## src/rtl/pe_mac_lanes.sv

```systemverilog
// rtl/pe_mac_lanes.sv - LANES-wide signed MAC processing element with saturating valid/ready output
module pe_mac_lanes #(
  parameter int FEATURE_WD = 8,
  parameter int WEIGHT_WD  = 8,
  parameter int LANES      = 4,
  parameter int ACC_WD     = 24,
  parameter int OUT_WD     = 18
) (
  input  logic                          clk,
  input  logic                          rstn,
  input  logic                          clr_i,
  input  logic [ACC_WD-1:0]             bias_i,
  input  logic [LANES*FEATURE_WD-1:0]   feat_i,
  input  logic [LANES*WEIGHT_WD-1:0]    wgt_i,
  input  logic [LANES-1:0]              lane_msk_i,
  input  logic                          feat_signed_i,
  input  logic                          pe_col_vld,
  input  logic                          pe_row_vld,
  input  logic                          pe_array_vld,
  input  logic                          last_i,
  output logic                          busy_o,
  output logic [OUT_WD-1:0]             out_data_o,
  output logic                          out_vld_o,
  input  logic                          out_rdy_i,
  output logic                          sat_flag_o
);

  // One extra bit holds an unsigned feature as a positive signed value.
  localparam int PROD_WD = FEATURE_WD + WEIGHT_WD + 1;
  localparam int SUM_WD  = PROD_WD + $clog2(LANES);
  localparam int EXT_WD  = ACC_WD + 1;

  localparam logic signed [ACC_WD-1:0] ACC_MAX = {1'b0, {(ACC_WD-1){1'b1}}};
  localparam logic signed [ACC_WD-1:0] ACC_MIN = {1'b1, {(ACC_WD-1){1'b0}}};
  localparam logic signed [OUT_WD-1:0] OUT_MAX = {1'b0, {(OUT_WD-1){1'b1}}};
  localparam logic signed [OUT_WD-1:0] OUT_MIN = {1'b1, {(OUT_WD-1){1'b0}}};

  typedef enum logic {ST_ACC, ST_HOLD} state_t;

  state_t                    state;
  logic signed [ACC_WD-1:0]  acc;
  logic                      acc_sat;
  logic                      s1_vld;
  logic                      s1_last;
  logic signed [SUM_WD-1:0]  s1_sum;
  logic signed [SUM_WD-1:0]  lane_sum;
  logic signed [PROD_WD-1:0] prod [LANES];
  logic                      accept;

  logic signed [EXT_WD-1:0]  acc_raw;
  logic signed [ACC_WD-1:0]  acc_nxt;
  logic                      acc_clip;
  logic signed [OUT_WD-1:0]  out_nxt;
  logic                      out_clip;

  assign busy_o = (state == ST_HOLD) | (s1_vld & s1_last);
  assign accept = pe_col_vld & pe_row_vld & pe_array_vld & ~busy_o & ~clr_i;

  for (genvar k = 0; k < LANES; k++) begin : g_lane
    logic signed [PROD_WD-1:0] fx;
    logic signed [PROD_WD-1:0] wx;
    assign fx = feat_signed_i ? PROD_WD'(signed'(feat_i[k*FEATURE_WD +: FEATURE_WD]))
                              : PROD_WD'(feat_i[k*FEATURE_WD +: FEATURE_WD]);
    assign wx = PROD_WD'(signed'(wgt_i[k*WEIGHT_WD +: WEIGHT_WD]));
    assign prod[k] = lane_msk_i[k] ? fx * wx : '0;
  end

  // Adder tree over the masked lane products feeding stage 1.
  always_comb begin
    lane_sum = '0;
    for (int k = 0; k < LANES; k++) begin
      lane_sum = lane_sum + SUM_WD'(prod[k]);
    end
  end

  // Saturating accumulate and output clip of the stage-2 result.
  always_comb begin
    acc_raw  = EXT_WD'(acc) + EXT_WD'(s1_sum);
    acc_clip = acc_raw[EXT_WD-1] ^ acc_raw[EXT_WD-2];
    if (acc_clip) begin
      acc_nxt = acc_raw[EXT_WD-1] ? ACC_MIN : ACC_MAX;
    end else begin
      acc_nxt = acc_raw[ACC_WD-1:0];
    end
    out_clip = ~((&acc_nxt[ACC_WD-1:OUT_WD-1]) | ~(|acc_nxt[ACC_WD-1:OUT_WD-1]));
    if (out_clip) begin
      out_nxt = acc_nxt[ACC_WD-1] ? OUT_MIN : OUT_MAX;
    end else begin
      out_nxt = acc_nxt[OUT_WD-1:0];
    end
  end

  // Pipeline, accumulator and ACC/HOLD control; clear overrides everything but reset.
  always_ff @(posedge clk or negedge rstn) begin
    if (!rstn) begin
      state      <= ST_ACC;
      acc        <= '0;
      acc_sat    <= 1'b0;
      s1_vld     <= 1'b0;
      s1_last    <= 1'b0;
      s1_sum     <= '0;
      out_data_o <= '0;
      out_vld_o  <= 1'b0;
      sat_flag_o <= 1'b0;
    end else if (clr_i) begin
      state      <= ST_ACC;
      acc        <= bias_i;
      acc_sat    <= 1'b0;
      s1_vld     <= 1'b0;
      out_vld_o  <= 1'b0;
      sat_flag_o <= 1'b0;
    end else begin
      s1_vld  <= accept;
      s1_last <= accept & last_i;
      if (accept) begin
        s1_sum <= lane_sum;
      end
      case (state)
        ST_ACC: begin
          if (s1_vld) begin
            acc     <= acc_nxt;
            acc_sat <= acc_sat | acc_clip;
          end
          if (s1_vld & s1_last) begin
            out_data_o <= out_nxt;
            out_vld_o  <= 1'b1;
            sat_flag_o <= acc_sat | acc_clip | out_clip;
            state      <= ST_HOLD;
          end
        end
        ST_HOLD: begin
          if (out_vld_o & out_rdy_i) begin
            out_vld_o <= 1'b0;
            acc       <= '0;
            acc_sat   <= 1'b0;
            state     <= ST_ACC;
          end
        end
        default: state <= ST_ACC;
      endcase
    end
  end

endmodule

```

## config.mk

```make
export PLATFORM = sky130hd
export DESIGN_NAME = pe_mac_lanes
export DESIGN_NICKNAME = d
export VERILOG_FILES = /design/src/rtl/pe_mac_lanes.sv
export SDC_FILE = /design/constraint.sdc
export NUM_CORES = 1
export LEC_CHECK = 0
export ABC_AREA = 0
export ABC_CLOCK_PERIOD_IN_PS = 5000
export BUFFER_PORTS_ARGS = -buffer_cell sky130_fd_sc_hd__buf_2
export CAP_MARGIN = 20
export CORE_ASPECT_RATIO = 2
export CORE_MARGIN = 10
export CORE_UTILIZATION = 50
export DETAILED_ROUTE_END_ITERATION = 10
export GPL_TIMING_DRIVEN = 0
export PLACE_DENSITY = 0.71
export SLEW_MARGIN = 20
export SYNTH_ARGS = -nofsm -noshare
export SYNTH_HDL_FRONTEND = slang
export SYNTH_SLANG_ARGS = --single-unit
```

## constraint.sdc

```tcl
create_clock -name clk -period 5 [get_ports clk]
set_input_delay 1 -clock clk [delete_from_list [all_inputs] [get_ports clk]]
set_output_delay 1 -clock clk [all_outputs]
set_load 0.005 [all_outputs]
```

==> results.md, run 1 <==
- # rows: 95
- Crit path buffers/inverters: 10
- Starting Density: approximately half
- Clock transition at path regs: around 0.06 ns
- Core ar.: 0.03352 mm^2
- Post-DRT Antenna Nets: 0
- Pre-CTS WS: -2.798 ns
- IO Count: 122
- Number of cells on the worst reg-to-reg path: 19
- Critical path launch point type: input pin
- CTS tree: built
- Die area: between 0.04 and 0.05 mm^2
- Placed inst area: about 0.019 mm^2
- Register area share after synthesis: under 10%
- FMAX: 140.8 MHz
- Critical path peak fanout: 5
- Fin crit share: 142.1%
- Area grow syn2layout: 23.63%
- Vias per cell: 5.421
- RR Startpoint: s1_sum[11]
- Post-route cell area: roughly 0.021 mm^2
- Setup TNS: -19.75 ns
- Die X: 149.9 um
- CTS Buf Count: 9
- Fin. max-slew vios: 0
- Clock Sinks: 67
- Top cell by count, worst path: fa_1
- YS warnings: 0
- Clk_skew: 0.006718 ns
- Hold path startpoint: s1_sum[3]
- Required @ worst endpoint: about 5.2 ns
- XOR/XNOR Fraction of Synth Area: around 5%
- Final HPWL DP: 38710 um
- Crit. End Element: flip-flop
- Total of max-cap violations: 0
- Slowest-stage cell, CP: fa_1
- Number of synthesized flops with an enable pin: 0
- Routed len/inst: approximately 18 um
- Largest net degree at the start of global routing: 45
- Hold Buf Count CTS: 0
- Status: complete, but fails checks
- Fraction of registers with async set/reset: 100.0%
- CTS Root Cell: clkbuf_16
- Longest Clk Path Bufs: 2
- First-pass GRT wire length: 74590 um
- Tightest Pin Transition: between 0.7 and 0.8 ns
- Final setup fails: 14
- Combinational family with the most area after synthesis: adder cells
- Worst relative slew slack: ~48%
- Final net count: approximately 2700
- Layout cells sized above 1: 23.78%
- Initial antenna violation count: 2
- Number of global-route vias before repair: 15650
- Reg2Reg Setup Slack: around 0.02 ns
- Synth Area in Compound Gates: between 10% and 20%
- Drt total wl: about 46000 um
- Failing checks: negative setup slack
- Ranking of synthesized cells by area: fa_1, ha_1, dfrtp_1
- Setup repair after global routing missed its margin: true
- Mean post-synth cell area: 8.743 um^2
- Mapped Cells: ~1900
- Arr. time, crit path: roughly 7.3 ns
- Total congestion overflow: 0
- Min cycle time layout: between 7 and 8 ns
- First-pass DRT Iterations: 6
- Post-synthesis mux area share: less than 1%
- Mapped Area: roughly 0.017 mm^2
- Die Height: between 200 and 300 um
- Synth top cells by count: inv_1, fa_1, and2_1
- Number of synthesized register bits: 67
- Distinct cells, synth: 67
- WHS Endpoint: s1_sum[3]
- Drt drc: 0
- Kind of critical path: in -> reg
- Kind of cell adding the most delay to the critical path: adder cells
- Final WS setup: -2.103 ns
- Yosys top cell area share: about a third
- Hold Crit Depth: 2
- Vias: 14000
- Post-Synth Adder-Cell Area: 45.85%
- Most used DFF post-synth: dfrtp_1
- Simple-gate area share of the yosys netlist: between 15 and 20%
- Gp weighted congestion: 0.9165
- Tot GR Track Use: between 20% and 30%
- Leading area contributor after synthesis: fa_1
- Most common cell in the netlist: inv_1
- Mapped Nets: about 2500
- HP Class: reg -> reg
- Port bufs: between 100 and 150
- Clk_lat worst skew: between 0.3 and 0.4 ns
- Final Hold Viols: 0
- H-tree levels: 3
- RR Endpoint: out_data_o[4]
- DRT iter0 DRCs: roughly 460
- CP max stage delay: 0.54 ns
[per-stage QoR]
stage,utilization (%),hold slack [ns],instances
final,62.24,0.4865,2582
after global routing,62.24,0.5136,2582
after CTS,60.69,0.4947,2555
after detailed placement,56.28,0.4769,2483
after global placement,56.19,0.4710,2482
after floorplan,-,0.4498,1930
[cells by family (layout without fill, tap and decap cells)]
group,Yosys count,count (layout)
AO/OA/AOI/OAI,293,293
multiplexers,6,6
other,0,1
adder cells (fa/ha/maj),448,448
XOR/XNOR,94,94
flip-flops,67,67
AND/OR/NAND/NOR,553,553
buffers and inverters,469,684
[per-layer routing]
metal  GRT usage [%]  wire length (um)  vias to the layer above
met2           45.27             27280                      359
li1                -                 -                     6482
met1           19.51             14300                     6990
met3           2.117              1491                      163
met4           12.91              2930                        2
met5               0                 7                        -
[cell usage in the layout (no fill, tap or decap), drive strengths merged, types with 21 or more instances in the layout]
| cell type | instances |
|---|---|
| clkbuf | 46 |
| xor2 | 24 |
| nand2 | 156 |
| nand2b | 26 |
| and3 | 26 |
| ha | 164 |
| fa | 284 |
| nor2 | 85 |
| dfrtp | 67 |
| and2 | 179 |
| o21ai | 75 |
| a21o | 24 |
| nand3 | 21 |
| a21oi | 81 |
| xnor2 | 70 |
| a22oi | 22 |
| buf | 203 |
| inv | 428 |
[cell type report]
type,count,area [um^2]
Multi-Input combinational cell,1394,14840
Fill cell,2882,12660
Sequential cell,67,1677
Inverter,428,1618
Timing Repair Buffer,199,1511
Tap cell,436,545.5
Buffer,41,379.1
Clock buffer,9,225.2
Clock inverter,7,61.31
Antenna cell,1,2.502
[worst max path at each step]
stage	start	to	depth (start not counted)
finish	wgt_i[31]	s1_sum[17]	33
global route	wgt_i[31]	s1_sum[17]	33
CTS	feat_i[31]	s1_sum[17]	33
detailed placement	feat_signed_i	s1_sum[18]	27
global placement	feat_signed_i	s1_sum[18]	27
floorplan	feat_signed_i	s1_sum[17]	28
[registers in the layout, indices dropped and copies added, names as in the netlist]
signal	cells
s1_sum	19
out_vld_o	1
s1_last	1
out_data_o	18
acc	24
state	1
s1_vld	1
acc_sat	1
sat_flag_o	1
[what timing repair did]
item / in CTS / in global routing
setup buffers: 55 / 29
cloned: 1 / 0
pin swaps: 145 / 85
gates resized for setup: 196 / 74
endpoints found under the setup margin: 32 / 31
[worst register-to-register path: stages (launching register included)]
cell,delay [ns]
dfrtp_1,0.41
ha_4,0.26
a211oi_4,0.32
nor3_2,0.09
a211o_1,0.29
o2bb2ai_2,0.14
a311o_1,0.31
a21o_1,0.17
a21o_1,0.18
a21oi_2,0.18
xnor2_2,0.17
buf_4,0.16
inv_1,0.04
ha_2,0.17
or2_4,0.24
or4_1,0.53
or4b_4,0.53
nor4b_4,0.20
buf_4,0.20
a221o_2,0.29
Power of run 1 is left out: the tool's default activity adds up to more than one toggle a clock period on the data nets, which glitch-free logic cannot reach.
==> run 2: changes to the inputs <==
Settings changed: ABC_CLOCK_PERIOD_IN_PS 5000 to 5830.
Clock period 5 ns to 5.83 ns, I/O delays scaled along.
==> results.md, run 2 (synthesized netlist as in run 1, its figures left out) <==
- Layout Utilization: 59.82% (-2.4 points)
- # fillers: 2899 (+0.59%)
- Drt total wl: 44380 um (-3.5%)
- CTS Root Cell: clkbuf_16
- Die area: 0.04194 mm^2 (unchanged)
- First-pass GRT wire length: 72030 um (-3.4%)
- Hold Buf Count CTS: 0 (unchanged)
- Layout cells sized above 1: 19.39% (-4.4 points)
- Final Hold Viols: 0 (unchanged)
- Clock Sinks: 67 (unchanged)
- Required @ worst endpoint: 6.05 ns (+0.83 ns)
- Largest regs: acc x24, s1_sum x19, out_data_o x18
- DP Cell Count: 2483 (unchanged)
- Hold path startpoint: s1_sum[11]
- Final WS setup: -1.559 ns (+0.5434 ns)
- Status: complete, but fails checks
- Crit. End Element: flip-flop
- Die X: 149.9 um (unchanged)
- Initial antenna violation count: 2 (unchanged)
- CTS Buf Count: 9 (unchanged)
- Longest Clk Path Bufs: 2 (unchanged)
- Kind of critical path: in -> reg
- Gp weighted congestion: 0.8989 (-1.9%)
- Top cell by count, worst path: fa_1
- Total of max-cap violations: 0 (unchanged)
- Final HPWL DP: 37730 um (-2.5%)
- Max reg flops: 24 (unchanged)
- Hold Crit Depth: 2 (unchanged)
- Tot GR Track Use: 21.07% (-1.0 points)
- Min cycle time layout: about 7.4 ns
- FMAX: about 140 MHz
- Drt drc: 0 (unchanged)
- Arr. time, crit path: 7.61 ns (+0.29 ns)
- Routed len/inst: 17.39 um (-2.4%)
- Critical path launch point type: input pin
- Critical path peak fanout: 4 (-1)
- Starting Density: 50.34% (unchanged)
- Post-route cell area: 0.02005 mm^2 (-3.9%)
- Slowest-stage cell, CP: fa_1
- First-pass DRT Iterations: 5 (-1)
- Clk_skew: 0.007072 ns (+0.0003543 ns)
- Worst setup startpoint: wgt_i[31]
- Leading cell types in the layout, fill and taps excluded: inv_1, fa_1, and2_1, nand2_1, ha_1
- DRT iter0 DRCs: 375 (-19%)
- Min Hold Slack: 0.4847 ns (-0.001821 ns)
- Setup repair after global routing missed its margin: true
- Number of global-route vias before repair: 15470 (-1.1%)
- Non-filler cells, final: 2552 (-1.2%)
- Kind of cell adding the most delay to the critical path: adder cells
- Clock transition at path regs: 0.06 ns (about the same)
- Post-DRT Antenna Nets: 0 (unchanged)
- # rows: 95 (unchanged)
- Port bufs: 116 (unchanged)
- Reg with most FFs: acc
- Tightest Pin Transition: 0.7917 ns (+0.01257 ns)
- Vias per cell: 5.375 (-0.83%)
- RR Startpoint: acc[11]
- Worst path depth: 33 (unchanged)
- Clk_lat worst skew: 0.34 ns (about the same)
- Crit path buffers/inverters: 9 (-1)
- Core ar.: 0.03352 mm^2 (unchanged)
- Area grow syn2layout: 18.83%
- Total congestion overflow: 0 (unchanged)
- CTS tree: built
- Die Height: 279.8 um (unchanged)
- IO Count: 122 (unchanged)
- Commonest non-fill, non-tap cell in the layout: inv_1
- HP Class: reg -> reg
- Placed inst area: 0.01863 mm^2 (-1.3%)
- Failing checks: negative setup slack
- Final net count: 2659 (-1.1%)
- Fin crit share: 126.7%
- CP max stage delay: 0.52 ns (-0.02 ns)
- Final setup fails: 11 (-3)
- Largest net degree at the start of global routing: 36 (-20%)
- Number of cells on the worst reg-to-reg path: 21 (+2)
- Fin. max-slew vios: 0 (unchanged)
- Vias: 13720 (-2.0%)
- Worst relative slew slack: 47.03% (-0.84 points)
- H-tree levels: 3 (unchanged)
run 2: cell types whose count changed in the layout (fill, tap and decap cells not counted), moves of 6 or more:
cell and delta:
buf_6 -6, ha_1 +25, inv_2 -16, inv_1 +16, ha_2 -9, clkbuf_16 -6
and2_1 +13, buf_4 -22, ha_4 -16, and2_4 -13, nor2_1 -6
run 2: routing by layer:
metal | vias up | track usage, % | routed length [um]
met5 | - | 0 | 12
met3 | 134 | 1.842 | 1168
met2 | 273 | 43.30 | 26450
met4 | 2 | 11.76 | 2501
li1 | 6416 | - | -
met1 | 6893 | 18.83 | 14240
run 2: layout make-up:
cell class / instances / area (um^2) / area share, %
multi-input cells: 1394 / 14400 / 71.83
flip-flops and latches: 67 / 1677 / 8.361
inverters: 428 / 1618 / 8.068
repair buffers: 169 / 1190 / 5.934
well taps: 436 / 545.5 / 2.720
plain buffers: 41 / 299.0 / 1.491
clock buffers: 10 / 229.0 / 1.142
clock inverters: 6 / 88.84 / 0.4430
diodes: 1 / 2.502 / 0.01248
run 2: timing repair:
item,in CTS,in global routing
endpoints found under the setup margin,12,30
pin swaps,47,57
gates resized for setup,81,125
buffers inserted,24,29
run 2: worst register-to-register path, stage by stage (launching register included):
cell and delay [ns]:
dfrtp_1 0.40, ha_1 0.42, a211oi_4 0.32, nor3_1 0.09, a211o_1 0.34, o2bb2ai_1 0.17
a311o_1 0.38, a21o_1 0.20, a21o_1 0.20, a21oi_1 0.19, xnor2_1 0.16, ha_1 0.31
clkbuf_2 0.21, nor2_1 0.12, mux2i_1 0.10, or4_1 0.51, or4b_1 0.55, o311ai_1 0.21
and2b_1 0.22, buf_6 0.15, buf_12 0.13, a221o_1 0.13
run 2: worst paths after layout:
check                                 to  slack, ns
setup reg to reg           out_data_o[1]       0.29
max in group asynchronous        acc[18]       4.51
hold reg to reg               s1_sum[11]       0.48
hold / removal                s1_sum[11]       0.48
min in group asynchronous  out_data_o[0]       0.76
setup / recovery              s1_sum[17]      -1.56
run 2: metrics by stage:
| step | TNS [ns] | setup WS (ns) |
|---|---|---|
| final | -11.92 | -1.559 |
| after CTS | -10.22 | -1.427 |
| after global routing | -14.07 | -1.768 |
| after detailed placement | -16.73 | -2.164 |
| after global placement | -15.46 | -2.083 |
| after floorplan | -7.840 | -1.241 |
Power of run 2 is left out for the same reason.
